File: config.mk
export PLATFORM = sky130hd
export DESIGN_NAME = sm_imem_boot
export DESIGN_NICKNAME = d
export VERILOG_FILES = /design/src/rtl/sm_imem_boot_pkg.sv /design/src/rtl/sm_imem_ram.sv /design/src/rtl/sm_imem_boot.sv
export SDC_FILE = /design/constraint.sdc
export NUM_CORES = 2
export LEC_CHECK = 0
export ABC_AREA = 1
export CELL_PAD_IN_SITES_DETAIL_PLACEMENT = 2
export CELL_PAD_IN_SITES_GLOBAL_PLACEMENT = 2
export CORE_MARGIN = 5
export CORE_UTILIZATION = 40
export CTS_CLUSTER_SIZE = 16
export DETAILED_ROUTE_END_ITERATION = 7
export MAX_ROUTING_LAYER = met4
export PLACE_DENSITY_LB_ADDON = 0.12
export SKIP_CTS_REPAIR_TIMING = 1
export SYNTH_ARGS = -nofsm -noshare
export SYNTH_HDL_FRONTEND = slang
export SYNTH_HIERARCHICAL = 1
export SYNTH_SLANG_ARGS = --single-unit
File: constraint.sdc
create_clock -name clk -period 5.1 [get_ports clk]
set_input_delay 1.02 -clock clk [delete_from_list [all_inputs] [get_ports clk]]
set_output_delay 1.02 -clock clk [all_outputs]
set_load 0.02 [all_outputs]
File: src/rtl/sm_imem_boot_pkg.sv
// Shared definitions for the boot-loading instruction memory: loader FSM
// encodings and the word-count overflow helper.
package sm_imem_boot_pkg;

  typedef enum logic [2:0] {
    BOOT_RUN    = 3'd0,
    BOOT_LEN_HI = 3'd1,
    BOOT_LEN_LO = 3'd2,
    BOOT_DATA   = 3'd3,
    BOOT_CSUM   = 3'd4,
    BOOT_ERR    = 3'd5
  } bootState_t;

  localparam int LEN_WIDTH = 16;

  // An image is too large when its word count exceeds the memory depth.
  function automatic logic lenOverflow(input logic [LEN_WIDTH-1:0] n, input int addrWidth);
    logic [LEN_WIDTH:0] depth;
    depth = (LEN_WIDTH+1)'(1) << addrWidth;
    return {1'b0, n} > depth;
  endfunction

endpackage

File: src/rtl/sm_imem_ram.sv
// Instruction word storage: one synchronous write port, one asynchronous read
// port; contents are undefined until written by the loader.
module sm_imem_ram #(
  parameter int ADDR_WIDTH = 6,
  parameter     INIT_FILE  = ""
) (
  input  logic                  clk,
  input  logic                  we,
  input  logic [ADDR_WIDTH-1:0] wa,
  input  logic [31:0]           wd,
  input  logic [ADDR_WIDTH-1:0] ra,
  output logic [31:0]           rd
);

  logic [31:0] r_mem [0:(2**ADDR_WIDTH)-1];

  always_ff @(posedge clk) begin
    if (we) r_mem[wa] <= wd;
  end

  // Reads see the pre-write word during a write cycle.
  assign rd = r_mem[ra];

endmodule

File: src/rtl/sm_imem_boot.sv
// Instruction memory with a serial byte loader that holds the CPU in reset
// while a new image streams in. Optional macro: SM_IMEM_BOOT_CHECKSUM_EN.
module sm_imem_boot
  import sm_imem_boot_pkg::*;
#(
  parameter int ADDR_WIDTH = 6,
  parameter     INIT_FILE  = ""
) (
  input  logic        clk,
  input  logic        rst,
  input  logic [31:0] imAddr,
  output logic [31:0] imData,
  input  logic        ld_start,
  input  logic        ld_valid,
  input  logic [7:0]  ld_byte,
  output logic        ld_ready,
  output logic        cpu_rst_n,
  output logic        ld_err
);

`ifdef SM_IMEM_BOOT_CHECKSUM_EN
  localparam bootState_t AFTER_DATA = BOOT_CSUM;
`else
  localparam bootState_t AFTER_DATA = BOOT_RUN;
`endif

  bootState_t             r_state;
  bootState_t             w_next;
  logic [1:0]             r_bcnt;
  logic [LEN_WIDTH-1:0]   r_wcnt;
  logic [LEN_WIDTH-1:0]   r_len;
  logic [7:0]             r_lenHi;
  logic [23:0]            r_asm;
  logic                   r_err;
  logic                   r_cpuRstN;
  logic                   w_ready;
  logic                   w_xfer;
  logic                   w_we;
  logic [LEN_WIDTH-1:0]   w_lenIn;
  logic                   w_lenOvf;
  logic                   w_lastWord;
  logic [ADDR_WIDTH-1:0]  w_rdIdx;
  logic [ADDR_WIDTH-1:0]  w_wrIdx;
`ifdef SM_IMEM_BOOT_CHECKSUM_EN
  logic [7:0]             r_csum;
`endif

  assign w_xfer     = ld_valid & w_ready;
  assign w_lenIn    = {r_lenHi, ld_byte};
  assign w_lenOvf   = lenOverflow(w_lenIn, ADDR_WIDTH);
  assign w_lastWord = (r_wcnt + 16'd1) == r_len;
  assign w_rdIdx    = ADDR_WIDTH'(imAddr);
  assign w_wrIdx    = ADDR_WIDTH'(r_wcnt);
  // ld_start takes priority, so a byte offered in the same cycle is dropped.
  assign w_we       = (r_state == BOOT_DATA) && w_xfer && !ld_start && (r_bcnt == 2'd3);

  always_ff @(posedge clk or posedge rst) begin
    if (rst) begin
      r_state   <= BOOT_RUN;
      r_cpuRstN <= 1'b0;
    end else begin
      r_state   <= w_next;
      r_cpuRstN <= (w_next == BOOT_RUN);
    end
  end

  always_comb begin
    w_next = r_state;
    if (ld_start) begin
      w_next = BOOT_LEN_HI;
    end else begin
      case (r_state)
        BOOT_LEN_HI: if (w_xfer) w_next = BOOT_LEN_LO;
        BOOT_LEN_LO: begin
          if (w_xfer) begin
            if (w_lenOvf)              w_next = BOOT_ERR;
            else if (w_lenIn == 16'd0) w_next = AFTER_DATA;
            else                       w_next = BOOT_DATA;
          end
        end
        BOOT_DATA: if (w_xfer && (r_bcnt == 2'd3) && w_lastWord) w_next = AFTER_DATA;
`ifdef SM_IMEM_BOOT_CHECKSUM_EN
        BOOT_CSUM: if (w_xfer) w_next = (ld_byte == r_csum) ? BOOT_RUN : BOOT_ERR;
`endif
        default: w_next = r_state;
      endcase
    end
  end

  always_comb begin
    w_ready = 1'b0;
    case (r_state)
      BOOT_LEN_HI, BOOT_LEN_LO, BOOT_DATA: w_ready = 1'b1;
`ifdef SM_IMEM_BOOT_CHECKSUM_EN
      BOOT_CSUM: w_ready = 1'b1;
`endif
      default: w_ready = 1'b0;
    endcase
  end

  // Bytes arrive little-endian, so each new byte shifts in from the top.
  always_ff @(posedge clk or posedge rst) begin
    if (rst) begin
      r_bcnt  <= 2'd0;
      r_wcnt  <= '0;
      r_len   <= '0;
      r_lenHi <= 8'd0;
      r_asm   <= 24'd0;
      r_err   <= 1'b0;
`ifdef SM_IMEM_BOOT_CHECKSUM_EN
      r_csum  <= 8'd0;
`endif
    end else if (ld_start) begin
      r_bcnt  <= 2'd0;
      r_wcnt  <= '0;
      r_err   <= 1'b0;
`ifdef SM_IMEM_BOOT_CHECKSUM_EN
      r_csum  <= 8'd0;
`endif
    end else if (w_xfer) begin
      case (r_state)
        BOOT_LEN_HI: r_lenHi <= ld_byte;
        BOOT_LEN_LO: begin
          r_len <= w_lenIn;
          if (w_lenOvf) r_err <= 1'b1;
        end
        BOOT_DATA: begin
          r_bcnt <= r_bcnt + 2'd1;
          r_asm  <= {ld_byte, r_asm[23:8]};
          if (r_bcnt == 2'd3) r_wcnt <= r_wcnt + 16'd1;
`ifdef SM_IMEM_BOOT_CHECKSUM_EN
          r_csum <= r_csum ^ ld_byte;
`endif
        end
`ifdef SM_IMEM_BOOT_CHECKSUM_EN
        BOOT_CSUM: if (ld_byte != r_csum) r_err <= 1'b1;
`endif
        default: ;
      endcase
    end
  end

  sm_imem_ram #(
    .ADDR_WIDTH (ADDR_WIDTH),
    .INIT_FILE  (INIT_FILE)
  ) u_ram (
    .clk (clk),
    .we  (w_we),
    .wa  (w_wrIdx),
    .wd  ({ld_byte, r_asm}),
    .ra  (w_rdIdx),
    .rd  (imData)
  );

  assign ld_ready  = w_ready;
  assign cpu_rst_n = r_cpuRstN;
  assign ld_err    = r_err;

endmodule

Word-level counts from Yosys, hierarchy flattened

Memories as Yosys holds them, arrays and structs flattened.
Index checks and enable logic that the tools add are counted.

Add/sub/neg operators: 2
$lt $le $gt $ge: 1
Equal/unequal tests: 5
Multiplexer cells: 21
Bitwise logic cells: 2
Reduce and logical (&&, ||, !) cells: 20

Operators by type and width:

| cell                    | number |
|---|---|
| $mux W16                | 4 |
| $add A16 B1 Y16 const B | 1 |
| $eq A16 B16 Y1          | 1 |
| $gt A16 B7 Y1 const B   | 1 |
| $logic_not A16 Y1       | 1 |
| $mux W3                 | 5 |
| $reduce_and A3 Y1       | 5 |
| $reduce_bool A2 Y1      | 5 |
| $pmux W3 S3             | 1 |
| $mux W2                 | 4 |
| $mux W1                 | 7 |
| $eq A3 B2 Y1 const B    | 2 |
| $logic_and A1 B1 Y1     | 5 |
| $eq A3 B1 Y1 const B    | 1 |
| $logic_not A3 Y1        | 1 |
| $reduce_or A3 Y1        | 1 |
| $add A2 B1 Y2 const B   | 1 |
| $eq A2 B2 Y1 const B    | 1 |
| $reduce_and A2 Y1       | 1 |
| $and A1 B1 Y1           | 1 |
| $logic_not A1 Y1        | 1 |
| $not A1 Y1              | 1 |

Bits in registers: 71
Bits in writable memories: 2048
Input bits: 44
Output and inout bits: 35
Word-level logic and storage cells: 60
Memories: 1

Memories:

| name        | words | bits a word | rd ports | clocked after Yosys merged registers in | write ports | RTL line          | RTL |
|---|---|---|---|---|---|---|---|
| u_ram.r_mem | 64    | 32          | 1        | 0                                       | 1           | sm_imem_ram.sv:15 | `logic [31:0] r_mem [0:(2**ADDR_WIDTH)-1];` |

Depth between registers and ports, before layout

Depth after elaboration: 10
Mapped depth: 16
Depth with buffers taken out: 16

Cells and area by module

Netlist, hierarchy kept.

By module, submodules not included:

| module       | times used | cells an instance | area each (µm²) | seq. area each (µm²) |
|---|---|---|---|---|
| sm_imem_ram  | 1          | 6737              | 82097.5         | 61499.0 |
| sm_imem_boot | 1          | 464               | 3564.7          | 1776.7 |

Worst setup path after synthesis

OpenSTA, ideal clock, no wires.

Kind: input to register
From: in ld_valid
To: mem u_ram.r_mem[48][0], enable pin
Setup time: 0.502 ns
Arrival time: 5.172 ns
Required time: 4.598 ns
Setup slack: -0.574 ns
Stages: 7
Path buffers: 1
Cell sequence: nand2_1 -> nor2_4 -> inv_2 -> nor2_8 -> clkbuf_1 -> nand4_1 -> nor4_1

Longest elaborated chain between the ends: 6

RTL lines:

| item                              | RTL line           | RTL |
|---|---|---|
| start: declaration                | sm_imem_boot.sv:14 | `input logic ld_valid,` |
| $and A1 B1 Y1                     | sm_imem_boot.sv:48 | `assign w_xfer = ld_valid & w_ready;` |
| $logic_and A1 B1 Y1 (3 in series) | sm_imem_boot.sv:55 | `assign w_we = (r_state == BOOT_DATA) && w_xfer && !ld_start && (r_bcnt == 2'd3);` |
| net w_we                          | sm_imem_boot.sv:38 | `logic w_we;` |
| $mux W1                           | sm_imem_ram.sv:18  | `if (we) r_mem[wa] <= wd;` |
| $mux W1 (implied by the code)     | sm_imem_ram.sv:18  |  |
| end: declaration                  | sm_imem_ram.sv:15  |  |

The timed path passes the listed nets, and every way through them passes these cells.

Worst setup path in the final report

From: in imAddr[0]
To: out imData[8]

Longest elaborated chain between the ends: 1

RTL lines:

| item               | RTL line           | RTL |
|---|---|---|
| start: declaration | sm_imem_boot.sv:11 | `input logic [31:0] imAddr,` |
| $mem_v2 Z64 W32    | -                  |  |
| end: declaration   | sm_imem_boot.sv:12 | `output logic [31:0] imData,` |

No other way between the ends.

==> impl_results.md <==
* CTS clock-pin slew for the worst setup and hold paths at around 0.060 ns
* Register-to-Register Path Depth at 4
* CTS root buf: clkbuf_16
* # IOs at about 80
* Met3 Wirelength at roughly 15000 um
* Yosys cell types at 33
* Clock Skew at approximately 0.028 ns
* Delay-heaviest family, CP: buffers and inverters
* Seq. cell area at 63310 um2
* Area of the multi-input gates at just over 20000 um2
* Grt total ovfl at 0
* CP Class: primary input to primary output
* Cell taking the most area after synthesis: edfxtp_1
* Cells along the critical path: buf_8 > buf_4 > nand2_1 > nand3_1 > nand3_1 > nand3_1 > nand3_1 > nand2_1 > buf_4 > nand2_1 > nand2_1 > clkdlybuf4s50_1
* Drt first pass iters at 6
* PD cells at between 400 and 500 nW/um2
* CP endpoint kind: primary output
* Syn_area_per_cell at ~12 um2
* Count of final setup violators at 0
* Setup ws final at about 0.26 ns
* Syn Nets at a little over 7000
* GRT Util Overall at 0.2883
* Worst r2r src: r_wcnt[3]
* WHS Endpoint: r_asm[5]
* Ys async rst share at 0.03351
* Total die area at ~220000 um2
* Most numerous cell in the Yosys netlist: nand2_1
* Max_cap viols at 0
* H-tree levels at 4
* Outcome: completed
* LEAKAGE at between 30 and 40 nW
* Dpl ws at 0.2459 ns
* CP bufs+invs at 4
* PortBufs at 52
* Standard-cell rows at roughly 170
* # fillers at between 20000 and 25000
* Top cells by count, synth: nand2_1 (2388), edfxtp_1 (2048), nand3_1 (1953)
* Cts bufs inserted at 227
* DP HPWL at ~180000 um
* Starting Density at 0.4031
* Largest net degree at the start of global routing at 145
* Final period util at 0.9493
* Slew of the pin with the lowest slew margin at between 1 and 1.5 ns
* Peak VDD IR at roughly 390 uV
* Final Hold Vio Count at 0
* Clk sinks at ~2100
* Number of global-route vias before repair at between 60000 and 70000
* Drt drc at 0
* Worst path max stage delay at slightly above 0.6 ns
* Synth top area cells: edfxtp_1 (72%), nand3_1 (11%), nand2_1 (10%)
* Via count at just over 60000
* Final setup TNS at 0 ns
* Die height at between 400 and 500 um
* Initial antenna violation count at 15
* Cells after Synth at 7201
* Worst-skew pair later-pin latency at slightly below 0.9 ns
* Clock buffer depth at 3
* Number of synthesized flops with an enable pin at 2048
* Min Tclk post-route at around 4.8 ns
* Hold Path Origin: r_asm[5]
* Post-route antenna net violation count at 0
* Crit path required time at about 4.1 ns
* DR WL met2 at approximately 160000 um
* First-pass GRT wire length at approximately 460000 um
* Share of the synthesized area in the top cell type at 0.7179
* Flop-to-flop setup slack at ~1.8 ns
* Area delta synth->final at 14.94%
* Final Non-Filler Cells at between 10000 and 15000
* Total Nets Final at between 7000 and 8000
* Number of DRC markers in iteration 0 at ~5400
* Critical path arrival at approximately 3.8 ns
* Slowest cell on crit path: clkdlybuf4s50_1
* Core area at approximately 210000 um2
* CP max FO at 51
* CTS tree: yes
* FMAX at roughly 210 MHz
* Hold Path Cell Cnt at 2
* Placed Cells incl. Taps at between 9000 and 10000
* Layout cells sized above 1 at 0.1014
* Hold WC Path Type: register to register
* Die Wd at roughly 470 um
* Highest metal used: met4
* Finished Core Util at 0.4633
* Post-Syn Area at approximately 86000 um2
* Main synth FF type: edfxtp_1
* Post-Route WL at ~320000 um
* Vias per inst at about 5.8
* Synth warn at 6
* Rel. slew slack at 0.2801
* Wire per inst at between 30 and 40 um
* Sequential fraction of the synthesis area at 0.7387
* Count of pins over their slew limit at 0
* Metal-1 WL at about 130000 um
* FF-to-FF End: u_ram/r_mem[38][11]
* Startpoint types: primary input
* Hold Slack at 0.4904 ns
* Unrepaired setup endpoints after global routing: no
* Number of synthesized register bits at approximately 2100
* Routability cong. at 0.8138
## stage by stage
step / total power (W) / area [um2]
after detailed placement: 0.02666 / 91320
after global routing: 0.04373 / 98430
after global placement: 0.02638 / 91320
after CTS: 0.04267 / 98420
after floorplan: 0.02383 / 85660
final: 0.04235 / 98460
## worst max path at each step
stage	from	end	slack [ns]	depth (start not counted)
after floorplan	ld_valid	u_ram/r_mem[48][0]	-0.57	7
after global placement	imAddr[0]	imData[5]	0.34	11
after detailed placement	imAddr[0]	imData[8]	0.25	12
after CTS	imAddr[0]	imData[8]	0.24	12
after global routing	imAddr[0]	imData[8]	0.18	12
final	imAddr[0]	imData[8]	0.26	12
## state kept, by name, indices dropped and copies added (netlist names)
name         flops
cpu_rst_n        1
u_ram/r_mem   2048
r_lenHi          8
r_state          3
r_bcnt           2
r_len           16
r_asm           24
ld_err           1
r_wcnt          16
## logic make-up (layout without fill, tap and decap cells)
family,after synthesis,after routing,share of synthesized area
AO/OA/AOI/OAI,71,71,0.004382
other,0,14,0
adder cells (fa/ha/maj),2,2,0.0002921
buffers and inverters,535,862,0.03019
multiplexers,1,1,0.0001314
flip-flops,2119,2119,0.7387
AND/OR/NAND/NOR,4473,4473,0.2263
## layer usage
| layer | global-route usage | vias to the layer above |
|---|---|---|
| met5 | - | - |
| li1 | - | 25860 |
| met1 | 0.3757 | 32652 |
| met2 | 0.4772 | 1652 |
| met3 | 0.02990 | 454 |
| met4 | 0.09500 | 0 |
## cell usage in the layout (no fill, tap or decap), types with 11 or more instances in the layout
| cell | count |
|---|---|
| inv_1 | 67 |
| clkbuf_1 | 79 |
| clkbuf_8 | 18 |
| nand3_1 | 1953 |
| dfrtp_2 | 23 |
| nor2_1 | 33 |
| buf_4 | 247 |
| edfxtp_1 | 2048 |
| a21oi_1 | 11 |
| clkinv_2 | 38 |
| nor2_4 | 61 |
| dfrtp_1 | 47 |
| clkdlybuf4s50_1 | 15 |
| o21ai_0 | 47 |
| clkbuf_16 | 232 |
| diode_2 | 14 |
| nand2_1 | 2388 |
| clkinv_1 | 38 |
| nand4_1 | 19 |
| buf_12 | 89 |
## tightest hold or removal path: cells and delay by family (launching register included)
family / cells / cell delay [ns]
AND/OR/NAND/NOR: 2 / 0.10
flip-flops: 1 / 0.36
## final cells by class
cell class              count  share of cell area
flip-flops and latches   2119              0.6430
clock buffers             328             0.06435
clock inverters            94            0.007777
repair buffers            364             0.03951
well taps                2821             0.03585
multi-input cells        4547              0.2059
diodes                     14           0.0003558
inverters                  76            0.003291
## report_power, final
part	leakage [nW]	internal [W]	switching (W)
clock	3.47	0.00908	0.00696
sequential	19.4	0.0211	0.000636
combinational	12.2	0.000882	0.00371
Power figures use the tool's default switching activity.
